<file path="config.mk">
export PLATFORM = sky130hd
export DESIGN_NAME = calc_ctrl
export DESIGN_NICKNAME = d
export VERILOG_FILES = /design/src/rtl/calc_pkg.sv /design/src/rtl/calc_seq_muldiv.sv /design/src/rtl/calc_ctrl.sv
export SDC_FILE = /design/constraint.sdc
export NUM_CORES = 1
export LEC_CHECK = 0
export BUFFER_PORTS_ARGS = -buffer_cell sky130_fd_sc_hd__buf_2
export CAP_MARGIN = 20
export CORE_MARGIN = 1
export CORE_UTILIZATION = 49
export CTS_BUF_LIST = sky130_fd_sc_hd__clkbuf_16
export DETAILED_ROUTE_END_ITERATION = 10
export HOLD_SLACK_MARGIN = 0.15
export SLEW_MARGIN = 20
export SYNTH_ARGS = -nofsm -noshare
export SYNTH_HDL_FRONTEND = slang
export SYNTH_SLANG_ARGS = --single-unit
</file>
<file path="constraint.sdc">
create_clock -name clk -period 10.7 [get_ports clk]
set_input_delay 0.535 -clock clk [delete_from_list [all_inputs] [get_ports clk]]
set_output_delay 0.535 -clock clk [all_outputs]
set_load 0.05 [all_outputs]
</file>
<file path="src/rtl/calc_pkg.sv">
// Shared types and constants for the calculator controller and its arithmetic unit.
package calc_pkg;

    typedef enum logic [1:0] {
        ENTER_A,
        ENTER_B,
        COMPUTE,
        DONE
    } state_t;

    typedef logic [3:0] op_t;

    localparam op_t OP_ADD = 4'b0001;
    localparam op_t OP_SUB = 4'b0010;
    localparam op_t OP_MUL = 4'b0100;
    localparam op_t OP_DIV = 4'b1000;

    localparam int unsigned RADIX = 10;

endpackage

</file>
<file path="src/rtl/calc_seq_muldiv.sv">
// Iterative signed multiply (shift-add) and divide (restoring), one bit per cycle on magnitudes.
module calc_seq_muldiv #(
    parameter int unsigned WIDTH = 16
) (
    input  logic             clk_i,
    input  logic             rst_ni,
    input  logic             start_i,
    input  logic             abort_i,
    input  logic             div_i,
    input  logic [WIDTH-1:0] a_i,
    input  logic [WIDTH-1:0] b_i,
    output logic             done_o,
    output logic [WIDTH-1:0] result_o,
    output logic             ovf_o
);

    localparam int unsigned CW = $clog2(WIDTH + 1);

    logic                 run_q, div_q, neg_q;
    logic [CW-1:0]        cnt_q;
    logic [2*WIDTH-1:0]   acc_q, acc_d;
    logic [2*WIDTH-1:0]   x_q, x_d;
    logic [WIDTH-1:0]     y_q, y_d;
    logic [WIDTH-1:0]     mag_a, mag_b;
    logic [WIDTH:0]       rem_sh, trial;
    logic [2*WIDTH-1:0]   prod;
    logic [WIDTH-1:0]     quo;

    assign mag_a = a_i[WIDTH-1] ? -a_i : a_i;
    assign mag_b = b_i[WIDTH-1] ? -b_i : b_i;

    // Divide: acc holds the partial remainder, y shifts the dividend out and the quotient in.
    assign rem_sh = {acc_q[WIDTH-1:0], y_q[WIDTH-1]};
    assign trial  = rem_sh - {1'b0, x_q[WIDTH-1:0]};

    always_comb begin
        acc_d = acc_q;
        x_d   = x_q;
        y_d   = y_q;
        if (div_q) begin
            if (!trial[WIDTH]) begin
                acc_d = {{(WIDTH-1){1'b0}}, trial};
                y_d   = {y_q[WIDTH-2:0], 1'b1};
            end else begin
                acc_d = {{(WIDTH-1){1'b0}}, rem_sh};
                y_d   = {y_q[WIDTH-2:0], 1'b0};
            end
        end else begin
            acc_d = y_q[0] ? acc_q + x_q : acc_q;
            x_d   = {x_q[2*WIDTH-2:0], 1'b0};
            y_d   = {1'b0, y_q[WIDTH-1:1]};
        end
    end

    always_ff @(posedge clk_i) begin
        if (!rst_ni || abort_i) begin
            run_q <= 1'b0;
            div_q <= 1'b0;
            neg_q <= 1'b0;
            cnt_q <= '0;
            acc_q <= '0;
            x_q   <= '0;
            y_q   <= '0;
        end else if (start_i) begin
            run_q <= 1'b1;
            div_q <= div_i;
            neg_q <= a_i[WIDTH-1] ^ b_i[WIDTH-1];
            cnt_q <= CW'(WIDTH);
            acc_q <= '0;
            x_q   <= {{WIDTH{1'b0}}, (div_i ? mag_b : mag_a)};
            y_q   <= div_i ? mag_a : mag_b;
        end else if (run_q) begin
            if (cnt_q != '0) begin
                cnt_q <= cnt_q - 1'b1;
                acc_q <= acc_d;
                x_q   <= x_d;
                y_q   <= y_d;
            end else begin
                run_q <= 1'b0;
            end
        end
    end

    assign prod = neg_q ? -acc_q : acc_q;
    assign quo  = neg_q ? -y_q : y_q;

    assign done_o   = run_q && (cnt_q == '0);
    assign result_o = div_q ? quo : prod[WIDTH-1:0];
    // Only MIN / -1 produces a positive quotient that does not fit.
    assign ovf_o    = div_q ? (!neg_q && y_q[WIDTH-1])
                            : !((&prod[2*WIDTH-1:WIDTH-1]) || !(|prod[2*WIDTH-1:WIDTH-1]));

endmodule

</file>
<file path="src/rtl/calc_ctrl.sv">
// Keypad calculator controller: operand entry, operator sequencing and result/flag reporting.
module calc_ctrl
    import calc_pkg::*;
#(
    parameter int unsigned WIDTH      = 16,
    parameter int unsigned MAX_DIGITS = 5
) (
    input  logic             clk,
    input  logic             nRST,
    input  logic [3:0]       keypad_input,
    input  logic             read_input,
    input  logic             neg_input,
    input  logic [3:0]       operator_input,
    input  logic             equal_input,
    input  logic             clear_input,
    output logic [WIDTH-1:0] display_output,
    output logic             complete,
    output logic             busy,
    output logic             overflow,
    output logic             div_by_zero
);

    localparam int unsigned     EW     = WIDTH + 4;
    localparam int unsigned     DW     = $clog2(MAX_DIGITS + 1);
    localparam logic [DW-1:0]   MaxDig = DW'(MAX_DIGITS);
    localparam logic [EW-1:0]   MaxMag = (EW'(1) << (WIDTH - 1)) - EW'(1);

    state_t           state_q;
    op_t              op_q, op_prev_q;
    logic [WIDTH-1:0] a_q, cur_q;
    logic [DW-1:0]    digits_q;
    logic             neg_q, b_seen_q, ovf_q, dbz_q;
    logic             rd_prev_q, neg_prev_q, eq_prev_q, clr_prev_q;

    logic             rd_e, neg_e, eq_e, clr_e, op_ok;
    logic [WIDTH-1:0] mag, app_w, digit_val, neg_cur, sum, diff, as_res;
    logic [EW-1:0]    appended;
    logic             digit_ok, is_as, as_ovf;
    logic             md_start, md_done, md_ovf;
    logic [WIDTH-1:0] md_res;

    assign rd_e  = read_input && !rd_prev_q && (keypad_input <= 4'd9);
    assign neg_e = neg_input && !neg_prev_q;
    assign eq_e  = equal_input && !eq_prev_q;
    assign clr_e = clear_input && !clr_prev_q;
    assign op_ok = (|(operator_input & ~op_prev_q)) &&
                   (operator_input inside {OP_ADD, OP_SUB, OP_MUL, OP_DIV});

    // Operands are built on the magnitude; the sign flag is reapplied after each digit.
    assign mag       = neg_q ? -cur_q : cur_q;
    assign appended  = EW'(mag) * EW'(RADIX) + EW'(keypad_input);
    assign app_w     = appended[WIDTH-1:0];
    assign digit_ok  = (digits_q < MaxDig) && (appended <= MaxMag);
    assign digit_val = neg_q ? -app_w : app_w;
    assign neg_cur   = -cur_q;

    assign sum    = a_q + cur_q;
    assign diff   = a_q - cur_q;
    assign is_as  = (op_q == OP_ADD) || (op_q == OP_SUB);
    assign as_res = (op_q == OP_ADD) ? sum : diff;
    assign as_ovf = (op_q == OP_ADD)
                  ? ((a_q[WIDTH-1] == cur_q[WIDTH-1]) && (sum[WIDTH-1] != a_q[WIDTH-1]))
                  : ((a_q[WIDTH-1] != cur_q[WIDTH-1]) && (diff[WIDTH-1] != a_q[WIDTH-1]));

    assign md_start = !clr_e && eq_e && (state_q == ENTER_B) &&
                      ((op_q == OP_MUL) || ((op_q == OP_DIV) && (cur_q != '0)));

    calc_seq_muldiv #(
        .WIDTH (WIDTH)
    ) u_muldiv (
        .clk_i    (clk),
        .rst_ni   (nRST),
        .start_i  (md_start),
        .abort_i  (clr_e),
        .div_i    (op_q == OP_DIV),
        .a_i      (a_q),
        .b_i      (cur_q),
        .done_o   (md_done),
        .result_o (md_res),
        .ovf_o    (md_ovf)
    );

    always_ff @(posedge clk) begin
        if (!nRST) begin
            state_q    <= ENTER_A;
            op_q       <= OP_ADD;
            a_q        <= '0;
            cur_q      <= '0;
            digits_q   <= '0;
            neg_q      <= 1'b0;
            b_seen_q   <= 1'b0;
            ovf_q      <= 1'b0;
            dbz_q      <= 1'b0;
            op_prev_q  <= '0;
            rd_prev_q  <= 1'b0;
            neg_prev_q <= 1'b0;
            eq_prev_q  <= 1'b0;
            clr_prev_q <= 1'b0;
        end else begin
            op_prev_q  <= operator_input;
            rd_prev_q  <= read_input;
            neg_prev_q <= neg_input;
            eq_prev_q  <= equal_input;
            clr_prev_q <= clear_input;
            if (clr_e) begin
                state_q  <= ENTER_A;
                op_q     <= OP_ADD;
                a_q      <= '0;
                cur_q    <= '0;
                digits_q <= '0;
                neg_q    <= 1'b0;
                b_seen_q <= 1'b0;
                ovf_q    <= 1'b0;
                dbz_q    <= 1'b0;
            end else begin
                unique case (state_q)
                    ENTER_A: begin
                        if (eq_e) begin
                            state_q <= DONE;
                            ovf_q   <= 1'b0;
                            dbz_q   <= 1'b0;
                        end else if (op_ok) begin
                            state_q  <= ENTER_B;
                            op_q     <= operator_input;
                            a_q      <= cur_q;
                            cur_q    <= '0;
                            neg_q    <= 1'b0;
                            digits_q <= '0;
                            b_seen_q <= 1'b0;
                        end else if (rd_e) begin
                            if (digit_ok) begin
                                cur_q    <= digit_val;
                                digits_q <= digits_q + 1'b1;
                            end
                        end else if (neg_e) begin
                            cur_q <= neg_cur;
                            neg_q <= !neg_q;
                        end
                    end
                    ENTER_B: begin
                        if (eq_e) begin
                            ovf_q <= 1'b0;
                            if ((op_q == OP_DIV) && (cur_q == '0)) begin
                                state_q <= DONE;
                                dbz_q   <= 1'b1;
                            end else begin
                                state_q <= COMPUTE;
                                dbz_q   <= 1'b0;
                            end
                        end else if (op_ok && !b_seen_q) begin
                            op_q <= operator_input;
                        end else if (rd_e) begin
                            if (digit_ok) begin
                                cur_q    <= digit_val;
                                digits_q <= digits_q + 1'b1;
                                b_seen_q <= 1'b1;
                            end
                        end else if (neg_e) begin
                            cur_q <= neg_cur;
                            neg_q <= !neg_q;
                        end
                    end
                    COMPUTE: begin
                        if (is_as) begin
                            state_q <= DONE;
                            cur_q   <= as_res;
                            ovf_q   <= as_ovf;
                        end else if (md_done) begin
                            state_q <= DONE;
                            cur_q   <= md_res;
                            ovf_q   <= md_ovf;
                        end
                    end
                    DONE: begin
                        if (op_ok) begin
                            state_q  <= ENTER_B;
                            op_q     <= operator_input;
                            a_q      <= cur_q;
                            cur_q    <= '0;
                            neg_q    <= 1'b0;
                            digits_q <= '0;
                            b_seen_q <= 1'b0;
                        end else if (rd_e) begin
                            state_q  <= ENTER_A;
                            cur_q    <= WIDTH'(keypad_input);
                            neg_q    <= 1'b0;
                            digits_q <= DW'(1);
                        end else if (neg_e) begin
                            state_q  <= ENTER_A;
                            cur_q    <= neg_cur;
                            neg_q    <= neg_cur[WIDTH-1];
                            digits_q <= '0;
                        end
                    end
                    default: state_q <= ENTER_A;
                endcase
            end
        end
    end

    assign display_output = cur_q;
    assign complete       = (state_q == DONE);
    assign busy           = (state_q == COMPUTE);
    assign overflow       = ovf_q;
    assign div_by_zero    = dbz_q;

endmodule
</file>
# [Word-level counts from Yosys, hierarchy flattened]
# Index checks and enable logic that the tools add are counted.
[totals] regBits=141 out_inout_bits=20 input_bits=14 wordCells=230
[op_classes] n_lt_le_gt_ge=3 eq_ne=28 n_reduce_logical=64 add_sub_neg=12 n_mul=1 bitwise_logic=5 n_mux=94
[ops] cell="$mux 16" n=30
[ops] cell="$mux 32" n=3
[ops] cell="$neg 16->16" n=4
[ops] cell="$pmux 16 s4" n=1
[ops] cell="$add 32x32->32" n=1
[ops] cell="$neg 32->32" n=1
[ops] cell="$pmux 16 s2" n=1
[ops] cell="$mux 1" n=27
[ops] cell="$mux 3" n=9
[ops] cell="$add 20x4->20" n=1
[ops] cell="$le 20x15->1 const B" n=1
[ops] cell="$mul 16x3->19 const B" n=1
[ops] cell="$logic_and 1x1->1" n=17
[ops] cell="$mux 17" n=1
[ops] cell="$reduce_and 17->1" n=1
[ops] cell="$reduce_or 17->1" n=1
[ops] cell="$sub 17x16->17" n=1
[ops] cell="$add 16x16->16" n=1
[ops] cell="$logic_not 16->1" n=1
[ops] cell="$mux 2" n=8
[ops] cell="$mux 4" n=4
[ops] cell="$ne 2x2->1 const B" n=8
[ops] cell="$reduce_bool 16->1" n=1
[ops] cell="$sub 16x16->16" n=1
[ops] cell="other kinds (41)" n=82

# [Longest topological paths before layout]
# Gate-level depths: netlist of the first run.
[logic_depth] word_depth=11 depth_mapped=22 mapped_depth_nobuf=20

# [Hierarchy]
# A second synthesis of the first run with hierarchy kept.
[hier_totals] hier_cells=2070 area_unflattened_um2=15093.2
[modules_own_cells] mod="calc_seq_muldiv" seq_area_each_um2=1761.7 area_each_um2=8329.2 cells_each=1164 n_inst=1
[modules_own_cells] mod="calc_ctrl" seq_area_each_um2=1061.0 area_each_um2=6764.0 cells_each=906 n_inst=1

# [Least setup slack after synthesis of the first run]
# Ideal clock, no wire load.
[synth_timing] kind="register to register" start="register cur_q[0], in the netlist display_output[0]" end="register cur_q[5], in the netlist display_output[5]" setup_time_ps=74 setup_slack_ps=5133 synth_period_minus_slack_ps=5567 required_time_ps=10626 path_buffers=2 arrival_ps=5493 path_stages_with_launch=21 cell_sequence="dfxtp_1 -> or3_1 -> or3_1 -> clkbuf_1 -> or3_1 -> clkbuf_1 -> or3_1 -> nand2_1 -> xnor2_1 -> xnor2_1 -> ha_1 -> and2_1 -> a221o_1 -> or3_1 -> nand4_1 -> nor3_1 -> a31oi_1 -> o211ai_2 -> a211o_1 -> or3_1 -> a31oi_1"
[synth_between] elab_chain_cells=11 elab_cells_between_ends=22 cone_classes="add/sub (5); mul (1); order compare (1); mux (14); reduce/logical (1)"
[synth_rtl] item="start, declared" line_no="calc_ctrl.sv:30" text="logic [WIDTH-1:0] a_q, cur_q;"
[synth_rtl] item="start signal, assigned" line_no="calc_ctrl.sv:132" text="cur_q <= digit_val;"
[synth_rtl] item="start signal, assigned" line_no="calc_ctrl.sv:136" text="cur_q <= neg_cur;"
[synth_rtl] item="start signal, assigned" line_no="calc_ctrl.sv:154" text="cur_q <= digit_val;"
[synth_rtl] item="$neg 16->16" line_no="calc_ctrl.sv:50, calc_ctrl.sv:55"
[synth_rtl] item="$mux 16" line_no="calc_ctrl.sv:50" text="assign mag = neg_q ? -cur_q : cur_q;"
[synth_rtl] item="$mul 16x3->19" line_no="calc_ctrl.sv:51" text="assign appended = EW'(mag) * EW'(RADIX) + EW'(keypad_input);"
[synth_rtl] item="$add 20x4->20" line_no="calc_ctrl.sv:51"
[synth_rtl] item="$neg 16->16 or $le 20x15->1 (tied branches)" line_no="calc_ctrl.sv:54, calc_ctrl.sv:53"
[synth_rtl] item="$mux 16 or $logic_and 1x1->1 (tied branches)" line_no="calc_ctrl.sv:54, calc_ctrl.sv:53"
[synth_rtl] item="$mux 16" line_no="calc_ctrl.sv:131, calc_ctrl.sv:153"
[synth_rtl] item="$mux 16" line_no="calc_ctrl.sv:152" text="end else if (rd_e) begin"
[synth_rtl] item="$mux 16, on equally long branches" line_no="calc_ctrl.sv:150, calc_ctrl.sv:122"
[synth_rtl] item="$mux 16, on equally long branches" line_no="calc_ctrl.sv:141, calc_ctrl.sv:118"
[synth_rtl] item="$pmux 16 s4 (*)" line_no="calc_ctrl.sv:116" text="unique case (state_q)"
# Mark *: on every way between the ends. The rest lies on a longest branch, timed or not. The select of a mux whose other input is x is not followed.
# A chain may end at the register's enable or synchronous reset.

# [Final worst setup path of the first run]
[layout_timing] start="register cur_q[0], in the netlist display_output[0]" end="register cur_q[7], in the netlist display_output[7]"
# Same word-level chain as after synthesis.

==> results_dict.tcl, run 1 <==
set metrics [dict create \
    fin_crit_ns 6.53 \
    cts_sinks 141 \
    coreArea_um2 30600 \
    synthCells 2102 \
    crit_type "reg -> reg" \
    drt-total-wl_mm 51.3 \
    synth_compound_area_share_pct 28.3 \
    grt_first_pass_wirelength_mm 79.5 \
    source_to_sink_clock_delay_at_the_later_pin_of_the_worst_skew_pair_ns 0.46 \
    area_delta_synth_final_pct 6.81 \
    count_of_pins_over_their_slew_limit 0 \
    grt_max_degree 69 \
    report.final.hold_viol_count 0 \
    floorplan.die.width_um 178 \
    synth-warning-count 0 \
    routed_wire_length_per_instance_um 20.8 \
    synth-adder-area-share_pct 10.4 \
    tritoncts "yes" \
    drt-vias-per-instance 6.34 \
    mappedNetlistArea_um2 15200 \
    static-leakage-power_nw 6.33 \
    hpwl_mm 38.4 \
    clk_pin_slew_worst_paths_ns 0.08 \
    route.detailed.drc 0 \
    timing.critical_path.to_type "flop" \
    post-cts-setup-buffer-count 0 \
    grt_pass1_vias 14500 \
    worstSetupStartpointType "flop" \
    multi_input_gate_area_in_the_final_layout_um2 11600 \
    sequential_cell_area_um2 2820 \
    synth_fp_nets 2239 \
    std_cell_rows 64 \
    rsz0062_at_grt "false" \
    critical_path_arrival_ns 6.89 \
    grt_overflow_total 0 \
    synthesis.area_per_instance_um2 7.24 \
    max_freq_ghz 0.153 \
    antenna_violations_before_repair 0 \
    synthFlopType "sky130_fd_sc_hd__dfxtp_1" \
    insertedDiodeCount 0 \
    period_share_pct 61.0 \
    synth_top_family_by_area "compound AO/OA/AOI/OAI gates" \
    synth-async-reset-ratio_pct 0 \
    gpl.final_weighted_congestion 0.950 \
    die_area_um2 31800 \
    grt_use_total_pct 32.3 \
    worst_slew_margin_rel_pct 22.6 \
    drtIter0Drc 1205 \
    synth_largest_type_area_fraction_pct 18.5 \
    ys_ff_latch 141 \
    fin_tns_setup_ns 0 \
    synth_edf_count 0 \
    max_cap_viol_count 0 \
    htreeDepth 4 \
    synth.area.mux_share_pct 3.73 \
    simple_gate_share_of_the_synthesized_area_pct 24.5 \
    synth_top_cells_by_area "sky130_fd_sc_hd__dfxtp_1, sky130_fd_sc_hd__ha_1, sky130_fd_sc_hd__xnor2_1" \
    cts.path.max_buffers 2 \
    fin_clk_skew_ns 0.0179 \
    quantity_of_gates_resized_following_cts 0 \
    routed-via-count 15600 \
    yosysUniqueCellTypes 96 \
    holdWs_ns 0.308 \
    placement.io_buffers 33 \
    first_pass_detailed_route_iteration_total 6 \
    cts_inserted_buffers 17 \
    crit_fanout 15 \
    synth.yosys.seq_area_share_pct 18.5 \
    synth_xor_xnor_area_share_pct 9.15 \
    cp_data_required_time_ns 11.06 \
    drtAntennaViolNets 0 \
    total_power_mw 2.02 \
    cts_hold_repair.buffers 0 \
    hp-class "in -> reg" \
    floorplan.io_pins 34 \
    tightest_slew_ns 1.16 \
    outcome "complete, no violations" \
    power_per_cell_area_nw_per_um2 124 \
    clockRootBuffer "sky130_fd_sc_hd__clkbuf_16" \
    num-fill-cells 3084 \
    irDropWorstVdd_mv 0.131 \
    synth_top_area_cell "sky130_fd_sc_hd__dfxtp_1" \
    layout_cells_sized_above_1_pct 6.66 \
    fin_nets 2195 \
    initial_core_utilization_pct 49.8 \
    finalSetupViolCount 0 \
    die_height_um 178 \
]
[logic make-up (layout without fill, tap and decap cells)]
group                    after synthesis  in the layout
AO/OA/AOI/OAI                        638            638
XOR/XNOR                             159            159
adder cells (fa/ha/maj)              123            123
buffers and inverters                212            181
flip-flops                           141            141
multiplexers                          55             55
AND/OR/NAND/NOR                      774            774
[final timing paths]
kind | depth (start not counted) | to | start | slack (ns)
setup / recovery | 17 | display_output[7] | display_output[0] | 4.17
hold / removal | 2 | neg_prev_q | neg_input | 0.31
setup reg to reg | 17 | display_output[7] | display_output[0] | 4.17
hold reg to reg | 2 | u_muldiv.x_q[31] | u_muldiv.x_q[31] | 0.47
[Yosys cell counts (all sizes together), types with 46 or more instances]
cell type,count
o21ai,117
nand2,253
ha,117
a21oi,164
nor3,67
mux2i,50
or3,46
clkbuf,99
xor2,48
o211ai,46
a211oi,51
xnor2,111
nor2,192
dfxtp,141
nand3,50
inv,86
[state kept, by name (all words and copies together), names as in the netlist, 2 cells and up]
register        flops
u_muldiv.acc_q     32
display_output     16
op_prev_q           4
a_q                16
state_q             2
u_muldiv.x_q       32
u_muldiv.y_q       16
digits_q            3
op_q                4
u_muldiv.cnt_q      5
[metrics by stage]
stage,util [%],setup slack [ns],instances,area (um2)
finish,53.1,4.17,2467,16300
global route,53.1,3.79,2467,16300
CTS,53.1,4.33,2466,16200
detailed placement,51.0,4.30,2434,15600
global placement,51.0,4.51,2434,15600
floorplan,-,5.13,2102,15200
[area by class of cell]
type,count,share of cell area [%]
clock buffers,17,2.62
well taps,396,3.05
repair buffers,61,2.36
multi-input cells,1749,71.4
flip-flops and latches,141,17.4
clock inverters,15,1.21
inverters,88,2.03
[per-layer routing]
layer / GRT usage [%] / share of wire, % / vias up
met1: 41.2 / 44 / 7361
met4: 16.0 / 4.5 / 0
li1: - / - / 7614
met2: 53.5 / 46 / 525
met5: 0 / 0 / -
met3: 4.09 / 5.5 / 130
[critical path, cell delays in order, from the launching register on]
cell                       delay [ns]
sky130_fd_sc_hd__dfxtp_1         0.46
sky130_fd_sc_hd__or3_1           0.51
sky130_fd_sc_hd__or3_1           0.54
sky130_fd_sc_hd__or3_1           0.54
sky130_fd_sc_hd__or3_1           0.41
sky130_fd_sc_hd__nor3_1          0.22
sky130_fd_sc_hd__ha_1            0.31
sky130_fd_sc_hd__a21oi_1         0.25
sky130_fd_sc_hd__ha_1            0.28
sky130_fd_sc_hd__ha_1            0.40
sky130_fd_sc_hd__mux2i_1         0.20
sky130_fd_sc_hd__o21ai_0         0.09
sky130_fd_sc_hd__nor3_1          0.43
sky130_fd_sc_hd__nor4_2          0.11
sky130_fd_sc_hd__o21bai_1        0.80
sky130_fd_sc_hd__a211oi_1        0.25
sky130_fd_sc_hd__or3_1           0.41
sky130_fd_sc_hd__a31o_2          0.20
[placed cells by master, fill, tap and decap left out, types with 13 or more instances in the layout]
cell type / synthesis / layout
sky130_fd_sc_hd__o31ai_1: 34 / 34
sky130_fd_sc_hd__a21o_1: 20 / 20
sky130_fd_sc_hd__nor2b_1: 23 / 22
sky130_fd_sc_hd__nand2_1: 253 / 252
sky130_fd_sc_hd__a211oi_1: 49 / 49
sky130_fd_sc_hd__buf_2: 11 / 33
sky130_fd_sc_hd__inv_1: 86 / 86
sky130_fd_sc_hd__nand3_1: 49 / 49
sky130_fd_sc_hd__a31oi_1: 31 / 31
sky130_fd_sc_hd__a21oi_1: 163 / 163
sky130_fd_sc_hd__o21ai_0: 112 / 112
sky130_fd_sc_hd__xnor2_1: 111 / 111
sky130_fd_sc_hd__nor2_1: 192 / 191
sky130_fd_sc_hd__dfxtp_1: 141 / 140
sky130_fd_sc_hd__nor4_1: 17 / 17
sky130_fd_sc_hd__and3_1: 15 / 15
sky130_fd_sc_hd__mux2i_1: 50 / 50
sky130_fd_sc_hd__ha_1: 117 / 117
sky130_fd_sc_hd__a22oi_1: 13 / 13
sky130_fd_sc_hd__and2_1: 29 / 29
sky130_fd_sc_hd__nand2b_1: 18 / 18
sky130_fd_sc_hd__nor3_1: 64 / 62
sky130_fd_sc_hd__o211ai_1: 44 / 44
sky130_fd_sc_hd__buf_4: 0 / 27
sky130_fd_sc_hd__nand4_1: 13 / 13
sky130_fd_sc_hd__a311oi_1: 21 / 21
sky130_fd_sc_hd__or3_1: 43 / 43
sky130_fd_sc_hd__clkbuf_16: 0 / 17
sky130_fd_sc_hd__xor2_1: 48 / 48
[where the power goes]
group          switching, mW  internal (mW)  leakage [nW]
sequential            0.0207          0.537          1.14
combinational          0.545          0.285          4.89
clock                  0.312          0.319         0.301
No activity file was read; power rests on OpenSTA's default activity.
==> run 2, diff against run 1 <==
==> constraint.sdc (replaced) <==
create_clock -name clk -period 6.65 [get_ports clk]
set_input_delay 0.3325 -clock clk [delete_from_list [all_inputs] [get_ports clk]]
set_output_delay 0.3325 -clock clk [all_outputs]
set_load 0.05 [all_outputs]
==> run 2 against run 1 <==
Via count rose by 0.77%. First-iteration DRC count rose by 13%. Worst setup slack worse by 3.7 ns. Register-to-register slack worse by 3.7 ns. Flip-flop and latch count stayed put. Clock power increased by 62%. Combinational power is 64% higher. Non-clock buffer count up 9. Sequential share of layout area decreased by 0.076 points. Hold slack got worse by 0.13 ns. Critical endpoint unchanged.
==> results_dict.tcl, run 2 (synthesis results as in run 1) <==
set metrics [dict create \
    cts_inserted_buffers 17 \
    cts_sinks 141 \
    gpl.final_weighted_congestion 0.964 \
    route.detailed.drc 0 \
    fin_clk_skew_ns 0.0128 \
    report.final.hold_viol_count 0 \
    path_common_cell "sky130_fd_sc_hd__or3_1" \
    fin_nets 2204 \
    drtIter0Drc 1356 \
    r2r-start "display_output[1]" \
    grt_use_total_pct 32.5 \
    irDropWorstVdd_mv 0.206 \
    holdWs_ns 0.182 \
    fin_tns_setup_ns 0 \
    area_delta_synth_final_pct 7.28 \
    layout_cells_sized_above_1_pct 6.83 \
    power_per_cell_area_nw_per_um2 201 \
    timing.critical_path.to_type "flop" \
    timing.hold.worst.start "operator_input[2]" \
    placement.io_buffers 33 \
    critPathMaxStageDelay_ns 0.52 \
    die_area_um2 31800 \
    antenna_violations_before_repair 0 \
    max_freq_ghz 0.162 \
    timing.critical_path.cells "or3_1 > or3_1 > or3_1 > or3_1 > nor3_1 > ha_1 > a21oi_1 > ha_1 > ha_1 > a21o_1 > a31oi_1 > o21ai_0 > xnor2_1 > a31oi_1 > o211ai_4 > a211oi_2 > or3_1 > a31o_2" \
    detailed_place.area_um2 15600 \
    period_share_pct 92.8 \
    count_of_pins_over_their_slew_limit 0 \
    routed-via-count 15800 \
    crit_path_start "display_output[1]" \
    stdcell_area_um2 16300 \
    critical_path_arrival_ns 6.52 \
    layout_setup_ws_ns 0.476 \
    crit_fanout 16 \
    final_common_cell "sky130_fd_sc_hd__nand2_1" \
    grt_max_degree 66 \
    insertedDiodeCount 0 \
    rsz0062_at_grt "false" \
    tritoncts "yes" \
    cp_data_required_time_ns 7.00 \
    tightest_slew_ns 1.13 \
    std_cell_rows 64 \
    fin_crit_ns 6.17 \
    reg.largest.list "u_muldiv.acc_q: 32 flops, u_muldiv.x_q: 32 flops" \
    fin_util_pct 53.4 \
    floorplan.die.width_um 178 \
    clk_pin_slew_worst_paths_ns 0.07 \
    hp-class "in -> reg" \
    finalSetupViolCount 0 \
    drt-vias-per-instance 6.36 \
    post-cts-setup-buffer-count 0 \
    floorplan.io_pins 34 \
    static-leakage-power_nw 6.35 \
    outcome "complete, no violations" \
    layout.cells.non_filler 2475 \
    drt-total-wl_mm 51.1 \
    grt_first_pass_wirelength_mm 80.0 \
    die_height_um 178 \
    htreeDepth 4 \
    grt_overflow_total 0 \
    numPlacedInstances 2438 \
    worst_slew_margin_rel_pct 23.9 \
    worstSetupStartpointType "flop" \
    drtAntennaViolNets 0 \
    source_to_sink_clock_delay_at_the_later_pin_of_the_worst_skew_pair_ns 0.46 \
    total_power_mw 3.28 \
    hpwl_mm 38.3 \
    coreArea_um2 30600 \
    routed_wire_length_per_instance_um 20.7 \
    layout_common_cells "sky130_fd_sc_hd__nand2_1, sky130_fd_sc_hd__nor2_1, sky130_fd_sc_hd__a21oi_1, sky130_fd_sc_hd__dfxtp_1, sky130_fd_sc_hd__ha_1" \
    crit_type "reg -> reg" \
    initial_core_utilization_pct 49.8 \
    highest_delay_cell_along_the_critical_path "sky130_fd_sc_hd__or3_1" \
    cts.path.max_buffers 2 \
    first_pass_detailed_route_iteration_total 6 \
    grt_pass1_vias 14500 \
    preCtsSetupSlack_ns 0.349 \
    max_cap_viol_count 0 \
    clockRootBuffer "sky130_fd_sc_hd__clkbuf_16" \
]
run 2: cell types whose count changed in the layout (fill, tap and decap cells not counted), sizes merged:
cell / previous run / this run
buf: 61 / 64
bufinv: 0 / 3
clkinv: 11 / 6
clkinvlp: 0 / 3
dlygate4sd3: 0 / 6
inv: 92 / 90
run 2: layout make-up:
type                            count  area [um2]
Inverter                           88         330
Clock buffer                       17         425
Tap cell                          396         495
Sequential cell                   141        2820
Clock inverter                     14         170
Fill cell                        3074       14300
Multi-Input combinational cell   1749       11600
Timing Repair Buffer               70         458
run 2: path summary, 6_finish.rpt:
| path | cells after the start | slack (ns) | endpoint |
|---|---|---|---|
| worst max-delay path | 18 | 0.48 | display_output[7] |
| worst min-delay path | 2 | 0.18 | op_prev_q[2] |
| worst min register to register | 2 | 0.47 | u_muldiv.x_q[19] |
| worst max register to register | 18 | 0.48 | display_output[7] |
run 2: power breakdown:
group          internal [mW]  switching [mW]
Clock                  0.589           0.435
Sequential             0.865          0.0287
Combinational          0.472           0.889
Total                   1.93            1.35
run 2: timing repair:
| action | CTS | global route |
|---|---|---|
| setup endpoints to repair | 0 | 7 |
| hold endpoints to repair | 6 | 0 |
| resized for setup | 0 | 4 |
| hold buffers | 6 | 0 |
run 2: layer usage:
metal | track usage, % | wire (um) | vias to the layer above
met3 | 5.22 | 2860 | 163
met5 | 0 | 0 | -
met2 | 53.1 | 23400 | 543
met4 | 17.5 | 2800 | 0
met1 | 40.7 | 22000 | 7416
li1 | - | - | 7629
run 2: critical path, delay by kind of cell (launching register included):
family	cells	cell delay (ns)
AO/OA/AOI/OAI	8	1.89
XOR/XNOR	1	0.24
adder cells (fa/ha/maj)	3	0.98
flip-flops	1	0.42
AND/OR/NAND/NOR	6	2.51
